==> config.mk <==
export PLATFORM = sky130hd
export DESIGN_NAME = bounce_meter
export DESIGN_NICKNAME = d
export VERILOG_FILES = /design/src/rtl/lcd_pkg.sv /design/src/rtl/bin2bcd_serial.sv /design/src/rtl/bounce_meter.sv
export SDC_FILE = /design/constraint.sdc
export NUM_CORES = 1
export LEC_CHECK = 0
export CORE_MARGIN = 4
export CORE_UTILIZATION = 50
export CTS_BUF_LIST = sky130_fd_sc_hd__clkbuf_16
export DETAILED_ROUTE_END_ITERATION = 12
export MAX_ROUTING_LAYER = met4
export PLACE_DENSITY = 0.69
export SLEW_MARGIN = 20
export SYNTH_ARGS = -nofsm -noshare
export SYNTH_HDL_FRONTEND = slang
export SYNTH_SLANG_ARGS = --single-unit
==> constraint.sdc <==
create_clock -name clk -period 4.1 [get_ports clk]
set_clock_uncertainty 0.2 [all_clocks]
set_input_delay 1.025 -clock clk [delete_from_list [all_inputs] [get_ports clk]]
set_output_delay 1.025 -clock clk [all_outputs]
set_load 0.01 [all_outputs]
==> src/rtl/lcd_pkg.sv <==
// Shared constants and types for the character-LCD front end: ASCII codes,
// the idle banner and the bounce-meter state encoding.
package lcd_pkg;

    localparam logic [7:0] ASCII_ZERO  = 8'h30;
    localparam logic [7:0] ASCII_SPACE = 8'h20;

    localparam int TIME_DIGITS = 5;

    // Banner shown on the time field until the first measurement; 'R' is the MS byte.
    localparam logic [8*TIME_DIGITS-1:0] READY_STR = "Ready";

    typedef enum logic [1:0] {
        IDLE,
        MEASURE,
        CONVERT,
        WAIT_RELEASE
    } meter_state_t;

    function automatic logic [7:0] bcd_to_ascii(input logic [3:0] digit);
        return ASCII_ZERO + {4'h0, digit};
    endfunction

endpackage

==> src/rtl/bin2bcd_serial.sv <==
// Serial double-dabble binary-to-BCD converter: one bit per clock,
// WIDTH shift cycles after go, then a one-cycle done pulse with bcd valid.
module bin2bcd_serial #(
    parameter int WIDTH  = 17,
    parameter int DIGITS = 5
) (
    input  logic                  clk,
    input  logic                  rst,
    input  logic                  go,
    input  logic [WIDTH-1:0]      bin,
    output logic [DIGITS*4-1:0]   bcd,
    output logic                  done
);

    localparam int CW = $clog2(WIDTH + 1);

    logic [WIDTH-1:0]    r_bin;
    logic [DIGITS*4-1:0] r_bcd;
    logic [DIGITS*4-1:0] w_adj;
    logic [CW-1:0]       r_cnt;
    logic                r_busy;
    logic                r_done;

    // Add-3 correction on every digit that would overflow past 9 after the shift.
    always_comb begin
        w_adj = r_bcd;
        for (int i = 0; i < DIGITS; i++) begin
            if (r_bcd[4*i +: 4] >= 4'd5) begin
                w_adj[4*i +: 4] = r_bcd[4*i +: 4] + 4'd3;
            end
        end
    end

    always_ff @(posedge clk) begin
        if (rst) begin
            r_bin  <= '0;
            r_bcd  <= '0;
            r_cnt  <= '0;
            r_busy <= 1'b0;
            r_done <= 1'b0;
        end else begin
            r_done <= 1'b0;
            if (r_busy) begin
                {r_bcd, r_bin} <= {w_adj, r_bin} << 1;
                r_cnt          <= r_cnt - CW'(1);
                if (r_cnt == CW'(1)) begin
                    r_busy <= 1'b0;
                    r_done <= 1'b1;
                end
            end else if (go) begin
                r_bin  <= bin;
                r_bcd  <= '0;
                r_cnt  <= CW'(WIDTH);
                r_busy <= 1'b1;
            end
        end
    end

    assign bcd  = r_bcd;
    assign done = r_done;

endmodule

==> src/rtl/bounce_meter.sv <==
// Push-button bounce meter: counts edges and first-to-last-edge milliseconds
// of one press, then publishes both as ASCII digits with a one-cycle start.
module bounce_meter
    import lcd_pkg::*;
#(
    parameter int TICK_CYCLES   = 50000,
    parameter int STABLE_CYCLES = 1000000
) (
    input  logic       clk,
    input  logic       rst,
    input  logic       btn_raw,
    output logic [7:0] fraction_tens,
    output logic [7:0] fraction_ones,
    output logic [7:0] time_vec1,
    output logic [7:0] time_vec2,
    output logic [7:0] time_vec3,
    output logic [7:0] time_vec4,
    output logic [7:0] time_vec5,
    output logic       start,
    output logic       busy
);

    localparam int TW = $clog2(TICK_CYCLES + 1);
    localparam int SW = $clog2(STABLE_CYCLES + 1);
    localparam logic [TW-1:0] TICK_LAST   = TW'(TICK_CYCLES - 1);
    localparam logic [SW-1:0] STABLE_LAST = SW'(STABLE_CYCLES - 1);
    localparam logic [16:0]   MS_MAX      = 17'd99999;
    localparam logic [6:0]    EDGE_MAX    = 7'd99;

    logic r_sync1, r_btn_s, r_btn_p;

    meter_state_t r_state, w_next;
    logic         w_publish;

    logic [TW-1:0] r_tick_cnt;
    logic [16:0]   r_ms_cnt;
    logic [16:0]   r_last_ms;
    logic [6:0]    r_edge_cnt;
    logic [SW-1:0] r_stable_cnt;
    logic          r_conv_go;

    logic                     w_edge;
    logic                     w_stable_done;
    logic                     w_ms_done, w_cnt_done, w_conv_done;
    logic [TIME_DIGITS*4-1:0] w_ms_bcd;
    logic [7:0]               w_cnt_bcd;

    logic [7:0] r_frac_tens, r_frac_ones;
    logic [7:0] r_tv1, r_tv2, r_tv3, r_tv4, r_tv5;
    logic       r_start;

    always_ff @(posedge clk) begin
        if (rst) begin
            r_sync1 <= 1'b1;
            r_btn_s <= 1'b1;
            r_btn_p <= 1'b1;
        end else begin
            r_sync1 <= btn_raw;
            r_btn_s <= r_sync1;
            r_btn_p <= r_btn_s;
        end
    end

    assign w_edge        = (r_btn_s != r_btn_p);
    assign w_stable_done = (r_stable_cnt == STABLE_LAST) && !w_edge;
    assign w_conv_done   = w_ms_done && w_cnt_done;

    always_ff @(posedge clk) begin
        if (rst) r_state <= IDLE;
        else     r_state <= w_next;
    end

    always_comb begin
        w_next    = r_state;
        w_publish = 1'b0;
        case (r_state)
            IDLE:         if (!r_btn_s) w_next = MEASURE;
            MEASURE:      if (w_stable_done) w_next = r_btn_s ? IDLE : CONVERT;
            CONVERT: begin
                if (w_conv_done) begin
                    w_publish = 1'b1;
                    w_next    = WAIT_RELEASE;
                end
            end
            WAIT_RELEASE: if (w_stable_done && r_btn_s) w_next = IDLE;
            default:      w_next = IDLE;
        endcase
    end

    always_ff @(posedge clk) begin
        if (rst) begin
            r_tick_cnt   <= '0;
            r_ms_cnt     <= '0;
            r_last_ms    <= '0;
            r_edge_cnt   <= '0;
            r_stable_cnt <= '0;
            r_conv_go    <= 1'b0;
        end else begin
            r_conv_go <= (r_state == MEASURE) && (w_next == CONVERT);
            case (r_state)
                IDLE: begin
                    // The falling edge that wakes us is the first counted edge.
                    if (w_next == MEASURE) begin
                        r_edge_cnt   <= 7'd1;
                        r_ms_cnt     <= '0;
                        r_last_ms    <= '0;
                        r_stable_cnt <= '0;
                        r_tick_cnt   <= '0;
                    end
                end
                MEASURE: begin
                    if (r_tick_cnt == TICK_LAST) begin
                        r_tick_cnt <= '0;
                        if (r_ms_cnt != MS_MAX) r_ms_cnt <= r_ms_cnt + 17'd1;
                    end else begin
                        r_tick_cnt <= r_tick_cnt + TW'(1);
                    end
                    if (w_edge) begin
                        if (r_edge_cnt != EDGE_MAX) r_edge_cnt <= r_edge_cnt + 7'd1;
                        r_last_ms    <= r_ms_cnt;
                        r_stable_cnt <= '0;
                    end else begin
                        r_stable_cnt <= r_stable_cnt + SW'(1);
                    end
                end
                CONVERT: begin
                    if (w_next == WAIT_RELEASE) r_stable_cnt <= '0;
                end
                WAIT_RELEASE: begin
                    // Only a quiet, released button advances the release timer.
                    if (!r_btn_s || w_edge) r_stable_cnt <= '0;
                    else                    r_stable_cnt <= r_stable_cnt + SW'(1);
                end
                default: ;
            endcase
        end
    end

    bin2bcd_serial #(
        .WIDTH  (17),
        .DIGITS (TIME_DIGITS)
    ) u_ms_conv (
        .clk  (clk),
        .rst  (rst),
        .go   (r_conv_go),
        .bin  (r_last_ms),
        .bcd  (w_ms_bcd),
        .done (w_ms_done)
    );

    // Count never exceeds 99, so two digits suffice; same width keeps both done together.
    bin2bcd_serial #(
        .WIDTH  (17),
        .DIGITS (2)
    ) u_cnt_conv (
        .clk  (clk),
        .rst  (rst),
        .go   (r_conv_go),
        .bin  ({10'd0, r_edge_cnt}),
        .bcd  (w_cnt_bcd),
        .done (w_cnt_done)
    );

    always_ff @(posedge clk) begin
        if (rst) begin
            r_frac_tens <= ASCII_SPACE;
            r_frac_ones <= ASCII_ZERO;
            r_tv1       <= READY_STR[39:32];
            r_tv2       <= READY_STR[31:24];
            r_tv3       <= READY_STR[23:16];
            r_tv4       <= READY_STR[15:8];
            r_tv5       <= READY_STR[7:0];
            r_start     <= 1'b0;
        end else begin
            r_start <= w_publish;
            if (w_publish) begin
                r_frac_tens <= bcd_to_ascii(w_cnt_bcd[7:4]);
                r_frac_ones <= bcd_to_ascii(w_cnt_bcd[3:0]);
                r_tv1       <= bcd_to_ascii(w_ms_bcd[19:16]);
                r_tv2       <= bcd_to_ascii(w_ms_bcd[15:12]);
                r_tv3       <= bcd_to_ascii(w_ms_bcd[11:8]);
                r_tv4       <= bcd_to_ascii(w_ms_bcd[7:4]);
                r_tv5       <= bcd_to_ascii(w_ms_bcd[3:0]);
            end
        end
    end

    assign fraction_tens = r_frac_tens;
    assign fraction_ones = r_frac_ones;
    assign time_vec1     = r_tv1;
    assign time_vec2     = r_tv2;
    assign time_vec3     = r_tv3;
    assign time_vec4     = r_tv4;
    assign time_vec5     = r_tv5;
    assign start         = r_start;
    assign busy          = (r_state != IDLE);

endmodule
# [After elaboration in Yosys (flattened, before gate mapping)]
# Index checks and enable logic that the tools add are counted.
[classes] n_addsub=20 multipliers=0 n_div=0 n_lt_le_gt_ge=7 n_eq_ne=19 n_shift=0 muxes=51 n_bitwise=2 n_reduce_logical=21
[ops] cell="17-bit 2-to-1 mux" n=8
[ops] cell="20-bit 2-to-1 mux" n=6
[ops] cell="20-bit one-hot mux with 4 select lines" n=1
[ops] cell="17-bit one-hot mux with 2 select lines" n=2
[ops] cell="6-bit by 4-bit adder with 7-bit output, first input constant" n=7
[ops] cell="16-bit 2-to-1 mux" n=2
[ops] cell="16-bit one-hot mux with 2 select lines" n=1
[ops] cell="4-bit by 3-bit >= comparator with 1-bit output, second input constant" n=7
[ops] cell="7-bit 2-to-1 mux" n=3
[ops] cell="20-bit by 1-bit adder with 20-bit output, second input constant" n=1
[ops] cell="4-bit by 2-bit adder with 4-bit output, second input constant" n=5
[ops] cell="20-bit == test, second input constant" n=1
[ops] cell="4-bit 2-to-1 mux" n=5
[ops] cell="17-bit by 1-bit adder with 17-bit output, second input constant" n=1
[ops] cell="17-bit != test, second input constant" n=1
[ops] cell="16-bit by 1-bit adder with 16-bit output, second input constant" n=1
[ops] cell="16-bit == test, second input constant" n=1
[ops] cell="8-bit 2-to-1 mux" n=2
[ops] cell="5-bit 2-to-1 mux" n=3
[ops] cell="7-bit one-hot mux with 2 select lines" n=1
[ops] cell="5-bit by 1-bit == test with 1-bit output, second input constant" n=2
[ops] cell="2-bit 2-to-1 mux" n=5
[ops] cell="5-bit by 1-bit subtractor with 5-bit output, second input constant" n=2
[ops] cell="1-bit 2-to-1 mux" n=9
[ops] cell="20 further kinds" n=43
[totals] reg_bits=216 latchBits=0 ramBits=0 romBits=0 in_bits=3 out_inout_bits=58 word_cells=150 memories=0

# [Longest topological paths before layout]
# Gate-level depths: netlist of the first run.
[depth] ltp_word=9 mapped_depth=8 ltp_nobuf=7

# [Hierarchy]
# Synthesis of the first run repeated with hierarchy kept, for this count alone.
[unflattened] cells_unflattened=1074 area_unflattened_um2=8903.5
[modules_own_cells] module="bounce_meter" n_inst=1 cells_per_inst=622 area_per_inst_um2=5063.6 seq_area_each_um2=2282.2
[modules_own_cells] module="bin2bcd_serial at u_ms_conv" n_inst=1 cells_per_inst=271 area_per_inst_um2=2287.2 seq_area_each_um2=880.8
[modules_own_cells] module="bin2bcd_serial at u_cnt_conv" n_inst=1 cells_per_inst=181 area_per_inst_um2=1552.7 seq_area_each_um2=640.6

# [Worst setup path after synthesis of the first run]
# OpenSTA, ideal clock, no wires.
[synth_path] path_kind="in2reg" startpoint="in rst" endpoint="reg r_stable_cnt[15]" setup_ns=0.121 arrival_time_ns=2.034 path_slack_ns=1.745 cell_stages=5 path_buffers=1 cell_sequence="clkbuf_1 > inv_1 > o211ai_1 > o22ai_1 > mux2_2"
[synth_rtl] item="start, declared" line_no="bounce_meter.sv:10" text="input logic rst,"
[synth_rtl] item="end signal, assigned" line_no="bounce_meter.sv:123" text="r_stable_cnt <= r_stable_cnt + SW'(1);"
[synth_rtl] item="end signal, assigned" line_no="bounce_meter.sv:132" text="else r_stable_cnt <= r_stable_cnt + SW'(1);"
[synth_rtl] item="end, declared" line_no="bounce_meter.sv:39" text="logic [SW-1:0] r_stable_cnt;"

# [Worst setup path after layout of the first run]
[layout_path] startpoint="reg r_state[0]" endpoint="out busy"
[layout_between] elab_chain_len=1
[layout_lines] item="start, declared" line_no="bounce_meter.sv:32" text="meter_state_t r_state, w_next;"
[layout_lines] item="start signal, assigned" line_no="bounce_meter.sv:70" text="else r_state <= w_next;"
[layout_lines] item="2-bit nonzero test" line_no="bounce_meter.sv:196" text="assign busy = (r_state != IDLE);"
[layout_lines] item="end, declared" line_no="bounce_meter.sv:20" text="output logic busy"
# Every way passes these cells.

==> impl_metrics.ini, run 1 <==
[clock_network]
cts_buffers = 17
clk_latency_ps = 430
post-cts-setup-buffer-count = 0
cts_repair_resize_count = 0
cts_hold_buf = 0
cts_sinks = 190
cts_buffer_depth = 2
clk_pin_slew_ps = 70
cts_tree = done
htree_levels = 4
cts_root_buffer = clkbuf_16

[pwr]
power_density_nw_per_um2 = 364
power.leakage_nw = 3.49
max-vdd-ir-drop_uv = 305
power_mw = 3.59

[global_routing]
grt_pass1_vias = 6576
grt-ovfl-total = 0
grt_antenna_before_repair = 0
grt_pass1_wl_mm = 31.1
grt_usage_pct = 18.9
grt_max_degree = 76

[timing]
setup_violations = 0
rsz0062_at_grt = false
tightest_slew_ps = 993
period_share_pct = 74.9
fin_crit_ps = 3070
fmax_mhz = 326
hold_violations = 0
finalSetupTns_ps = 0
relSlewSlack_pct = 33.8
finalMaxSlewViolations = 0

[routing]
routed-wl-met2_mm = 8.06
routedWlPerCell_um = 13.6
via_per_inst = 5.52
routed_wl_mm = 18.1
routed-wl-met3_um = 838
drc = 0
wl_met1_mm = 8.92
postRouteAntennaNets = 0
drtIter0Drc = 500
firstDrtPassIters = 5
via_count = 7344
top_layer = met4

[setup_path]
critical_path_buf_inv_count = 1
worstPathCellList = or2_2 -> clkdlybuf4s50_1
worstPathMaxFanout = 16
crit_path_end_kind = primary output
cp_data_arrival_time_ps = 1840
crit_family = flip-flops
crit_cells = 2
reg2reg_depth = 6
path_class = reg2out
cp.required_ps = 2870
slowest_delay_ps = 670
cp_slowest_cell = dfxtp_1
start_kind = register

[floorplan]
num_rows = 48
core_sq_um = 17400
io_pins = 61
dieHeight_um = 141
initial_core_util_pct = 51.2
die_area_sq_um = 20000
dieWidth_um = 141

[placed_design]
place_inst = 1298
dp_hpwl_mm = 11.7
io_buffers = 42
place_congestion = 0.868

[yosys]
synth.avg_cell_area_sq_um = 8.07
async_flop_share_pct = 0
synth_edf_count = 0
synth_seq_cells = 190
netlist_instances = 1101
yosysTopAreaCellShare_pct = 42.8
synth_cell_types = 56
synth.area.top_cells = dfxtp_1 43%, a21oi_1 7.6%, nor2_1 6.3%
synth_top_cell_by_area = dfxtp_1
yosysWarnings = 0
synth_area_sq_um = 8880
yosysSeqAreaShare_pct = 42.8
ys.flop_type = dfxtp_1

[finish]
final_common_cell = dfxtp_1
final_cells = 1330
drive_gt1_share_pct = 5.88
final_cell_mix = 187 x dfxtp_1, 148 x nor2_1, 135 x a21oi_1, 113 x nand2_1, 41 x clkdlybuf4s50_1
n_antenna_cell = 0
areaGrowthSynthToFinish_pct = 11.0
nets = 1118

[hold_path]
worstHoldPathType = reg2reg
holdPathStages = 1

[job]
drv_cap = 0

[status]
status = finished clean
[kinds of logic (layout without fill, tap and decap cells)]
kind of cell               count (synthesis)  after routing  share of synthesized area (%)
other                                      2             18                         0.0846
and+or+nand+nor                          460            460                           25.2
AOI/OAI and AO/OA                        244            244                           16.3
muxes                                     32             32                           3.65
xor gates and xnor gates                  21             21                           2.07
DFF                                      190            190                           42.8
adders and majority gates                 23             23                           3.24
buffers and inverters                    129            117                           6.58
[cell type report]
type / count / area, sq um
Fill cell: 1652 / 7500
Clock inverter: 15 / 148
Sequential cell: 190 / 3810
Multi-Input combinational cell: 798 / 4570
Timing Repair Buffer: 52 / 505
Tap cell: 225 / 282
Inverter: 33 / 124
Clock buffer: 17 / 425
[final timing paths]
path	start	end	slack, ps
worst max-delay path	r_state[0]	busy	1030
worst min-delay path	r_sync1	r_btn_s	210
worst max register to register	r_tick_cnt[7]	r_ms_cnt[15]	1410
worst min register to register	r_sync1	r_btn_s	210
[through the flow]
stage                     area, sq um  worst slack [ps]  util [%]  hold WS [ps]
after global routing             9860               935      56.8           229
final                            9860              1030      56.8           213
after floorplan                  8940              1750         -           189
after detailed placement         9280              1060      53.4           198
after CTS                        9850              1040      56.7           214
after global placement           9280              1040      53.4           198
[cells in the mapped netlist (6+ instances only)]
cell,n
nor3b_1,20
nor3_1,29
dfxtp_1,190
o31ai_1,6
buf_1,7
clkbuf_1,61
a311oi_1,13
nand4_1,13
and3_1,22
nor4_1,12
or3b_2,7
o21ai_0,40
nand3_1,34
or2_2,6
xnor2_1,17
a211oi_1,7
mux2i_1,29
nand2b_1,14
inv_1,33
nand2_1,113
nor2_1,148
o211ai_1,11
buf_4,26
or3_1,16
a21oi_1,135
o31a_1,8
ha_1,23
[flip-flops by register name, summed over array words and instances, names as in the netlist, 2 cells and up]
register	count
fraction_ones	4
fraction_tens	4
r_edge_cnt	7
r_last_ms	17
r_ms_cnt	17
r_stable_cnt	20
r_state	2
r_tick_cnt	16
time_vec1	4
time_vec2	4
time_vec3	4
time_vec4	5
time_vec5	5
u_cnt_conv.bcd	8
u_cnt_conv.r_bin	17
u_cnt_conv.r_cnt	5
u_ms_conv.bcd	20
u_ms_conv.r_bin	17
u_ms_conv.r_cnt	5
[metal layers]
metal  GRT usage, %  vias up
li1               -     3778
met1           25.6     3374
met2           29.0      166
met3           2.66       26
met4           7.04        0
met5              -        -
[where the power goes]
group / internal (mW) / total, mW / switching, mW
combinational: 0.0242 / 0.114 / 0.0893
clock: 0.895 / 1.62 / 0.721
sequential: 1.85 / 1.86 / 0.00668
Note: power is estimated with default switching activity, not from simulation.
==> run 2: changes to the inputs <==
--- a/config.mk
+++ b/config.mk
@@ -10,7 +10,7 @@
 export CTS_BUF_LIST = sky130_fd_sc_hd__clkbuf_16
 export DETAILED_ROUTE_END_ITERATION = 12
 export MAX_ROUTING_LAYER = met4
-export PLACE_DENSITY = 0.69
+export PLACE_DENSITY = 0.72
 export SLEW_MARGIN = 20
 export SYNTH_ARGS = -nofsm -noshare
 export SYNTH_HDL_FRONTEND = slang
==> constraint.sdc (replaced) <==
create_clock -name clk -period 2.55 [get_ports clk]
set_clock_uncertainty 0.2 [all_clocks]
set_input_delay 0.6375 -clock clk [delete_from_list [all_inputs] [get_ports clk]]
set_output_delay 0.6375 -clock clk [all_outputs]
set_load 0.01 [all_outputs]
==> run 2 against run 1 <==
Effect of this change:
- sequential share of layout area is 0.83 points lower
- clock power is 64% higher
- final cell count is 1.8% higher
- combinational power is 77% higher
- setup slack worse by 960 ps
- final area is 2.3% higher
- largest cell class unchanged
- largest power group unchanged
- highest routed layer unchanged
==> impl_metrics.ini, run 2 (synthesis gave the netlist of run 1 again) <==
[routing]
firstDrtPassIters = 5
drc = 0
via_count = 7426
postRouteAntennaNets = 0
routed_wl_mm = 18.1
routedWlPerCell_um = 13.3
drtIter0Drc = 489
via_per_inst = 5.48

[pwr]
max-vdd-ir-drop_uv = 478
power.leakage_nw = 3.62
power_density_nw_per_um2 = 578
power_mw = 5.83

[finish]
areaGrowthSynthToFinish_pct = 13.5
final_common_cell = dfxtp_1
drive_gt1_share_pct = 8.59
fillers = 1569
regArea_sq_um = 3810
final_cell_mix = 185 x dfxtp_1, 148 x nor2_1, 133 x a21oi_1, 113 x nand2_1, 41 x clkdlybuf4s50_1
nets = 1142
n_antenna_cell = 0
multi_input_area_sq_um = 4580

[hold_path]
holdPathStages = 2
worstHoldPathType = reg2reg

[placed_design]
io_buffers = 42
place_congestion = 0.877
dp_hpwl_mm = 11.9

[setup_path]
cp_data_arrival_time_ps = 2630
reg2reg_depth = 7
cp.required_ps = 2710
worstPathMaxFanout = 5
crit_path_end_kind = register
path_class = reg2reg
start_kind = register

[clock_network]
cts_buffers = 17
cts_tree = done
cts_buffer_depth = 2
cts_root_buffer = clkbuf_16
htree_levels = 4
clk_latency_ps = 430
cts_hold_buf = 0
cts_sinks = 190
clk_pin_slew_ps = 70

[timing]
finalMaxSlewViolations = 0
setup_violations = 0
rsz0062_at_grt = true
hold_violations = 0
tightest_slew_ps = 919
period_share_pct = 97.1
relSlewSlack_pct = 38.5
finalSetupTns_ps = 0
fmax_mhz = 404
fin_crit_ps = 2480
hold_ws_ps = 255

[floorplan]
die_area_sq_um = 20000
dieHeight_um = 141
core_sq_um = 17400
num_rows = 48
io_pins = 61
dieWidth_um = 141
initial_core_util_pct = 51.2

[global_routing]
grt_usage_pct = 18.7
grt-ovfl-total = 0
grt_pass1_wl_mm = 31.0
grt_max_degree = 77
grt_pass1_vias = 6677
grt_antenna_before_repair = 0

[status]
status = finished clean

[job]
drv_cap = 0
-- run 2: changes by cell type in the layout (fill, tap and decap cells not counted), moves of 2 or more --
cell     before  now
inv_6         2    6
a21oi_2       0    2
buf_6         0    2
dfxtp_1     187  185
dfxtp_2       3    5
or4_4         0    2
or4_1         4    2
a21oi_1     135  133
buf_4        10   30
-- run 2: stage by stage --
stage                     setup slack [ps]  area (sq um)  utilization [%]  instances
final                                 75.0         10100             58.1       1354
after detailed placement               119          9450             54.4       1319
after global routing                 -22.4         10100             58.1       1354
after CTS                             55.4         10000             57.8       1351
after global placement                 153          9450             54.4       1319
after floorplan                        236          8940                -       1117
-- run 2: critical path: stages (launching register included) --
cell and delay, ps:
dfxtp_1 310, or4b_4 560, o41ai_4 450, nand3_2 150, buf_4 160, buf_2 130, or3_1 300, a21oi_1 140
-- run 2: path summary, 6_finish.rpt --
check                      start            to  slack (ps)
setup reg to reg  r_tick_cnt[11]   r_ms_cnt[6]          70
hold reg to reg     time_vec4[0]  time_vec4[0]         260
hold / removal      time_vec4[0]  time_vec4[0]         260
setup / recovery  r_tick_cnt[11]   r_ms_cnt[6]          70
-- run 2: area by class of cell --
type	count	area share, %
repair buffers	76	6.97
multi-input cells	798	45.4
clock inverters	15	1.60
flip-flops and latches	190	37.8
clock buffers	17	4.22
inverters	33	1.23
well taps	225	2.79
-- run 2: layer usage --
| metal | part of all wire (%) | wire length, um | global-route usage [%] | up-vias |
|---|---|---|---|---|
| met5 | 0 | 0 | - | - |
| met4 | 1.2 | 225 | 6.22 | 0 |
| met3 | 4.4 | 801 | 3.03 | 16 |
| met2 | 45 | 8190 | 28.7 | 168 |
| met1 | 49 | 8840 | 25.4 | 3416 |
| li1 | - | - | - | 3826 |
-- run 2: power by group --
group          internal [mW]  switching, mW
clock network           1.46           1.19
registers               2.97        0.00789
logic                 0.0536          0.148
total                   4.49           1.34
-- run 2: what timing repair did --
action	CTS	global route
resized for setup	1	8
setup endpoints to repair	1	2
setup buffers	0	2
hold endpoints to repair	0	0
cloned	0	1
pin swaps	0	5
==> run 3: changes to the inputs <==
--- a/config.mk
+++ b/config.mk
@@ -10,7 +10,7 @@
 export CTS_BUF_LIST = sky130_fd_sc_hd__clkbuf_16
 export DETAILED_ROUTE_END_ITERATION = 12
 export MAX_ROUTING_LAYER = met4
-export PLACE_DENSITY = 0.72
+export PLACE_DENSITY_LB_ADDON = 0.05
 export SLEW_MARGIN = 20
 export SYNTH_ARGS = -nofsm -noshare
 export SYNTH_HDL_FRONTEND = slang
==> run 3 against run 2 <==
Effect of this change:
- hold slack worse by 44 ps
- core utilization up 0.16 points
- critical endpoint is now r_ms_cnt[10]
- total power about the same
- largest power group unchanged
==> impl_metrics.ini, run 3 (synthesis gave the netlist of run 1 again) <==
[timing]
finalSetupTns_ps = 0
setup_violations = 0
finalMaxSlewViolations = 0
period_share_pct = 95.7
hold_violations = 0
layout_setup_ws_ps = 109
fin_crit_ps = 2440
relSlewSlack_pct = 59.4
hold_ws_ps = 212
tightest_slew_ps = 608
rsz0062_at_grt = false
fmax_mhz = 410

[routing]
routed_wl_mm = 18.4
top_layer = met4
via_count = 7403
firstDrtPassIters = 8
drc = 0
postRouteAntennaNets = 0
routed-wl-met2_mm = 8.35
via_per_inst = 5.45
routed-wl-met3_um = 537
wl_met1_mm = 9.28
drtIter0Drc = 442
routedWlPerCell_um = 13.5

[finish]
final_area_sq_um = 10100
final_common_cell = dfxtp_1
areaGrowthSynthToFinish_pct = 13.8
fillers = 1599
drive_gt1_share_pct = 8.47
multi_input_area_sq_um = 4570
n_antenna_cell = 0
regArea_sq_um = 3810
final_cells = 1358
final_cell_mix = 186 x dfxtp_1, 148 x nor2_1, 135 x a21oi_1, 113 x nand2_1
fin_util_pct = 58.2
nets = 1146

[setup_path]
cp.required_ps = 2710
crit_path_end_kind = register
start_kind = register
cp_data_arrival_time_ps = 2600
reg2reg_depth = 7
path_class = reg2reg
worstPathMaxFanout = 12

[floorplan]
num_rows = 48
core_sq_um = 17400
dieHeight_um = 141
die_area_sq_um = 20000
io_pins = 61
initial_core_util_pct = 51.2
dieWidth_um = 141

[clock_network]
cts_tree = done
cts_root_buffer = clkbuf_16
clk_pin_slew_ps = 70
htree_levels = 4
cts_buffers = 17
clk_latency_ps = 430
cts_sinks = 190
cts_buffer_depth = 2

[global_routing]
grt-ovfl-total = 0
grt_antenna_before_repair = 0
grt_pass1_vias = 6759
grt_usage_pct = 19.5
grt_pass1_wl_mm = 32.2
grt_max_degree = 71

[hold_path]
worstHoldPathType = reg2reg
holdPathStages = 1

[placed_design]
place_inst = 1325
io_buffers = 42
dp_hpwl_mm = 12.0
placed_area_sq_um = 9500
place_congestion = 0.816
pre_cts_ws_ps = 21.4

[pwr]
max-vdd-ir-drop_uv = 453
power_density_nw_per_um2 = 577
power_mw = 5.83
power.leakage_nw = 3.68

[status]
status = finished clean

[job]
drv_cap = 0
-- run 3: cell count changes in the layout (fill, tap and decap cells not counted), moves of 2 or more --
cell	before	now
or4_4	2	0
a21oi_2	2	0
or4_1	2	4
clkinv_2	1	3
buf_4	30	35
a21oi_1	133	135
inv_6	6	4
-- run 3: timing repair --
item / in CTS / in global routing
hold buffers: 0 / 0
pin swaps: 0 / 1
cloned: 0 / 0
setup buffers: 0 / 1
gates resized for setup: 3 / 2
endpoints found under the hold margin: 0 / 0
endpoints found under the setup margin: 2 / 8
-- run 3: power by group --
group	total, mW	leakage (nW)	internal, mW	switching [mW]
Sequential	2.98	1.53	2.97	0.00712
Combinational	0.210	1.86	0.0569	0.153
Clock	2.64	0.280	1.46	1.19
-- run 3: final timing paths --
kind             startpoint      endpoint  slack [ps]
min                 r_sync1       r_btn_s         210
max reg2reg  r_tick_cnt[14]  r_ms_cnt[10]         110
max          r_tick_cnt[14]  r_ms_cnt[10]         110
min reg2reg         r_sync1       r_btn_s         210
-- run 3: routing by layer --
| layer | vias up | global-route usage, % |
|---|---|---|
| met4 | 0 | 5.35 |
| met2 | 114 | 30.1 |
| met1 | 3426 | 26.5 |
| li1 | 3844 | - |
| met5 | - | - |
| met3 | 19 | 3.74 |
-- run 3: worst max-delay path: stages (launching register included) --
cell	delay, ps
dfxtp_1	370
or3b_4	420
o41ai_4	440
buf_6	150
nand3_1	60
buf_4	180
or4_1	400
a21oi_1	140
-- run 3: cell type report --
cell class / count / area share [%]
clock buffers: 17 / 4.21
clock inverters: 15 / 1.57
inverters: 33 / 1.23
multi-input cells: 798 / 45.2
flip-flops and latches: 190 / 37.7
well taps: 225 / 2.78
repair buffers: 80 / 7.35
==> variant 1, RTL diff (config.mk and constraints of run 2) <==
`TICK_CYCLES`: 50000 -> 12500.
--- a/src/rtl/bounce_meter.sv
+++ b/src/rtl/bounce_meter.sv
@@ -3,7 +3,7 @@
 module bounce_meter
     import lcd_pkg::*;
 #(
-    parameter int TICK_CYCLES   = 50000,
+    parameter int TICK_CYCLES   = 12500,
     parameter int STABLE_CYCLES = 1000000
 ) (
     input  logic       clk,
Formal check against the unedited RTL: no difference found for any inputs over 10 cycles, from zero or initial values and one cycle with rst high; that may be too few to reach the edited logic, so the function may still have changed.
==> variant 1 against run 2 <==
  * Cell count down 4.9%
  * Combinational power down 17%
  * Non-clock buffer count down 13
  * Global-route usage down 0.54 points
  * First-iteration DRC count down 29%
  * Worst setup slack worse by 0.025 ns
  * Total power down 2.0%
  * Sequential cell count down 2
  * Routed wire length down 6.6%
  * Cell area down 2.6%
  * Synthesized area down 1.8%
==> variant 1: results (changes against run 2) <==
- CP max FO: 9 (was 5)
- Arrival time worst endpoint: 1.66 ns (was 2.63 ns)
- Final RePlAce weighted congestion: 0.8630 (was 0.8769)
- Vias in the first global route: 6326 (was 6677)
- Worst Setup SP: r_state[1] (was r_tick_cnt[11])
- Worst min-delay path class: register to register (unchanged)
- I/O Buffers: 42 (unchanged)
- Slew HR: 52.98% (was 38.46%)
- Area share of fa/ha/maj cells after synthesis: 3.298% (was 3.240%)
- Hold Startpoint: r_sync1 (was time_vec4[0])
- Sequential area share after synthesis: 43.14% (was 42.82%)
- Met3 Wirelength: 579 um (was 801 um)
- Critical Path Sink: busy (was r_ms_cnt[6])
- Global-route track usage on met1: 23.19% (was 25.36%)
- Detailed Routing Iterations Pass 1: 4 (was 5)
- Vias: 6929 (was 7426)
- Worst hold slack: 0.2476 ns (was 0.2553 ns)
- HPWL Detailed: 11.26 mm (was 11.86 mm)
- Static Leak: 3.560 nW (was 3.624 nW)
- Setup violations, final: 0 (unchanged)
- Met2 WL: 7.866 mm (was 8.192 mm)
- Flop2flop setup slack: 0.27 ns (was 0.07 ns)
- Post-synthesis compound-gate area fraction: 13.65% (was 16.34%)
- Xor/xnor cell area share of the yosys netlist: 5.421% (was 2.071%)
- Reg2reg path depth: 4 (was 7)
- Post_cts resized: 0 (was 1)
- WHS Path Cells: 1 (was 2)
- WL final: 16.87 mm (was 18.06 mm)
- Met3 usage: 3.551% (was 3.033%)
- DR iter-0 viols: 347 (was 489)
- Nets: 1075 (was 1142)
- Multiplexer share of the synthesized area: 3.212% (was 3.648%)
- Global-route wire length before repair: 29.43 mm (was 30.99 mm)
- Largest cells by area after synthesis: dfxtp_1 (43%), nor2_1 (6.5%), a21oi_1 (6.5%), nand2_1 (4.0%), xnor2_1 (3.4%) (was dfxtp_1 (43%), a21oi_1 (7.6%), nor2_1 (6.3%), nand2_1 (4.8%), mux2i_1 (3.3%))
- Run status: finished clean (unchanged)
- Post-synth top cells: dfxtp_1 (188), nor2_1 (152), a21oi_1 (113), nand2_1 (92), clkbuf_1 (48) (was dfxtp_1 (190), nor2_1 (148), a21oi_1 (135), nand2_1 (113), clkbuf_1 (61))
- Reg2reg end: r_tick_cnt[13] (was r_ms_cnt[6])
- GRT Util Overall: 18.19% (was 18.73%)
- Maximum VDD drop: 512.5 uV (was 478.5 uV)
- Diode count: 0 (unchanged)
- Largest net degree at the start of global routing: 132 (was 77)
- Layout cells sized above 1: 7.815% (was 8.592%)
- Synth cell types: 62 (was 56)
- Fillers: 1571 (was 1569)
- Worst reg2reg startpoint: r_state[1] (was r_tick_cnt[11])
- Worst Hold End: r_btn_s (was time_vec4[0])
- Metal-1 WL: 8.105 mm (was 8.839 mm)
- Met2 Use GR: 28.87% (was 28.72%)
## variant 1: worst max-delay path, cell delays in order, from the launching register on
cell and delay, ns:
dfxtp_1 0.40, or2_2 0.35, clkdlybuf4s50_1 0.49
## variant 1: final cells by class
class	count	share of cell area [%]
Clock buffer	17	4.334
Clock inverter	15	1.555
Inverter	27	1.033
Multi-Input combinational cell	752	45.71
Sequential cell	188	38.38
Tap cell	225	2.868
Timing Repair Buffer	63	6.119
## variant 1: where the power goes
group	leakage, nW	internal, mW	switching (mW)
Clock	0.288	1.38	1.22
Sequential	1.52	2.94	0.00911
Combinational	1.76	0.0411	0.126
Total	3.56	4.37	1.35
## variant 1: stage by stage
| stage | worst slack (ns) | instances | cell area (sq um) |
|---|---|---|---|
| global route | 0.0004241 | 1287 | 9816 |
| floorplan | 0.6202 | 1053 | 8785 |
| global placement | 0.3690 | 1255 | 9238 |
| finish | 0.04969 | 1287 | 9816 |
| detailed placement | 0.3112 | 1255 | 9238 |
| CTS | 0.03225 | 1287 | 9816 |
==> variant 2, RTL diff (flow settings as in run 2) <==
Made on the original files. Register the output `fraction_tens` once more, cleared by the reset; this adds one clock of latency there. The other outputs are not delayed to match.
--- a/src/rtl/bounce_meter.sv
+++ b/src/rtl/bounce_meter.sv
@@ -185,7 +185,13 @@
         end
     end
 
-    assign fraction_tens = r_frac_tens;
+    always_ff @(posedge clk) begin
+        if (rst) begin
+            fraction_tens <= '0;
+        end else begin
+            fraction_tens <= r_frac_tens;
+        end
+    end
     assign fraction_ones = r_frac_ones;
     assign time_vec1     = r_tv1;
     assign time_vec2     = r_tv2;
Behaviour: not the same (Yosys sat finds a counterexample within 4 cycles, from zero or initial values and one cycle with rst high).
==> variant 2 against run 2 <==
  * Die area is 2.7% higher
  * Critical path depth is 5 lower
  * Cell area is 1.9% higher
  * Hold slack worse by 0.039 ns
  * Utilization is 0.89 points lower
  * Routed wire length is 2.2% higher
  * Total power is 0.92% higher
  * Worst setup slack better by 0.018 ns
  * Synthesized cell count is 1.0% higher
  * Synthesized area is 2.9% higher
  * Sequential cell count is 6 higher
  * Fmax is 0.73% higher
  * Highest routed layer unchanged
==> variant 2: results (changes against run 2) <==
- Run status: finished clean (unchanged)
- Synth Area per Inst: 8.219 sq um (was 8.067 sq um)
- Flop2flop setup slack: 0.18 ns (was 0.07 ns)
- Placed Instances: 1335 (was 1319)
- CP delay by family, top: buffers and inverters (was simple AND/OR/NAND/NOR gates)
- HPWL Detailed: 12.14 mm (was 11.86 mm)
- Drt via density: 5.568 (was 5.484)
- Global-route wire length before repair: 31.30 mm (was 30.99 mm)
- Total CTS buffers: 17 (unchanged)
- Post-synth top cells: dfxtp_1 (196), a21oi_1 (142), nor2_1 (139), nand2_1 (102), clkbuf_1 (57) (was dfxtp_1 (190), nor2_1 (148), a21oi_1 (135), nand2_1 (113), clkbuf_1 (61))
- Nets: 1151 (was 1142)
- Logic power comb: 207 uW (was 202 uW)
- WL per Instance: 13.50 um (was 13.34 um)
- Final RePlAce weighted congestion: 0.8596 (was 0.8769)
- Crit-path slowest cell: clkdlybuf4s50_1 (was or4b_4)
- Worst hold slack: 0.2161 ns (was 0.2553 ns)
- Worst Hold End: r_btn_s (was time_vec4[0])
- Detailed Routing Iterations Pass 1: 5 (unchanged)
- Reg2reg end: r_tick_cnt[10] (was r_ms_cnt[6])
- Vias in the first global route: 6691 (was 6677)
- Met3 usage: 3.617% (was 3.033%)
- Slowest stage delay, CP: 0.49 ns (was 0.56 ns)
- Pre-CTS WS: 0.1868 ns (was 0.1193 ns)
- P_sw: 1.389 mW (was 1.344 mW)
- DP Area: 0.009693 sq mm (was 0.009445 sq mm)
- GRT Util Overall: 18.62% (was 18.73%)
- Largest cells by area after synthesis: dfxtp_1 (43%), a21oi_1 (7.8%), nor2_1 (5.7%), nand2_1 (4.2%), ha_1 (3.1%) (was dfxtp_1 (43%), a21oi_1 (7.6%), nor2_1 (6.3%), nand2_1 (4.8%), mux2i_1 (3.3%))
- Layout cells sized above 1: 8.436% (was 8.592%)
- I/O Buffers: 43 (was 42)
- Sequential area share after synthesis: 42.93% (was 42.82%)
- Clk pwr share: 44.2% (was 45.4%)
- Arrival time worst endpoint: 1.62 ns (was 2.63 ns)
- Largest net degree at the start of global routing: 50 (was 77)
- Worst reg2reg startpoint: r_tick_cnt[0] (was r_tick_cnt[11])
- Initial antenna violation count: 0 (unchanged)
- DR iter-0 viols: 405 (was 489)
- WHS Path Cells: 1 (was 2)
- Slew HR: 48.08% (was 38.46%)
- Global-route track usage on met1: 24.47% (was 25.36%)
- Hold Startpoint: r_sync1 (was time_vec4[0])
- Met2 Use GR: 29.57% (was 28.72%)
- CP max FO: 8 (was 5)
- Async set-reset flop share out of synthesis: 0% (unchanged)
- Maximum VDD drop: 475.1 uV (was 478.5 uV)
- Synth cell types: 62 (was 56)
- WL final: 18.46 mm (was 18.06 mm)
variant 2: changes by cell type after synthesis, sizes merged, moves of 5 or more:
| cell | before | now |
|---|---|---|
| nand2 | 113 | 102 |
| a31oi | 4 | 9 |
| nor2 | 148 | 141 |
| nor2b | 4 | 10 |
| and4 | 1 | 7 |
| dfxtp | 190 | 196 |
| inv | 33 | 24 |
| a41oi | 1 | 6 |
| buf | 35 | 41 |
| a21oi | 135 | 142 |
| or3 | 16 | 11 |
variant 2: metal layers:
metal | part of all wire (%) | routed length, um
met3 | 3.7 | 692
met4 | 0.93 | 171
met1 | 49 | 9058
met5 | 0 | 0
met2 | 46 | 8536
variant 2: worst max path at each step:
stage                       start           end  slack, ns  cells past startpoint
finish                 r_state[0]          busy       0.09                      2
global route           r_state[0]          busy       0.05                      2
CTS                    r_state[0]          busy       0.08                      2
detailed placement  r_tick_cnt[0]   r_ms_cnt[3]       0.19                      6
global placement    r_tick_cnt[0]  r_ms_cnt[13]       0.24                      6
floorplan           r_tick_cnt[0]   r_ms_cnt[4]       0.45                      8
variant 2: cell type report:
class                      count  area [sq um]
timing repair buffer          77         683.2
tap                          229         286.5
fill                        1666          7689
sequential                   196          3929
clock buffer                  17         425.4
clock inverter                15         147.6
inverter                      25         93.84
multi-input combinational    808          4710
variant 2: kinds of logic (layout without fill, tap and decap cells):
group	count (synthesis)	count (layout)	share of synthesized area, %
AND/OR/NAND/NOR	455	455	25.33
buffers and inverters	123	134	6.270
adder cells (fa/ha/maj)	23	23	3.149
AO/OA/AOI/OAI	264	264	17.18
flip-flops	196	196	42.93
multiplexers	27	27	2.957
other	2	17	0.08217
XOR/XNOR	22	22	2.108
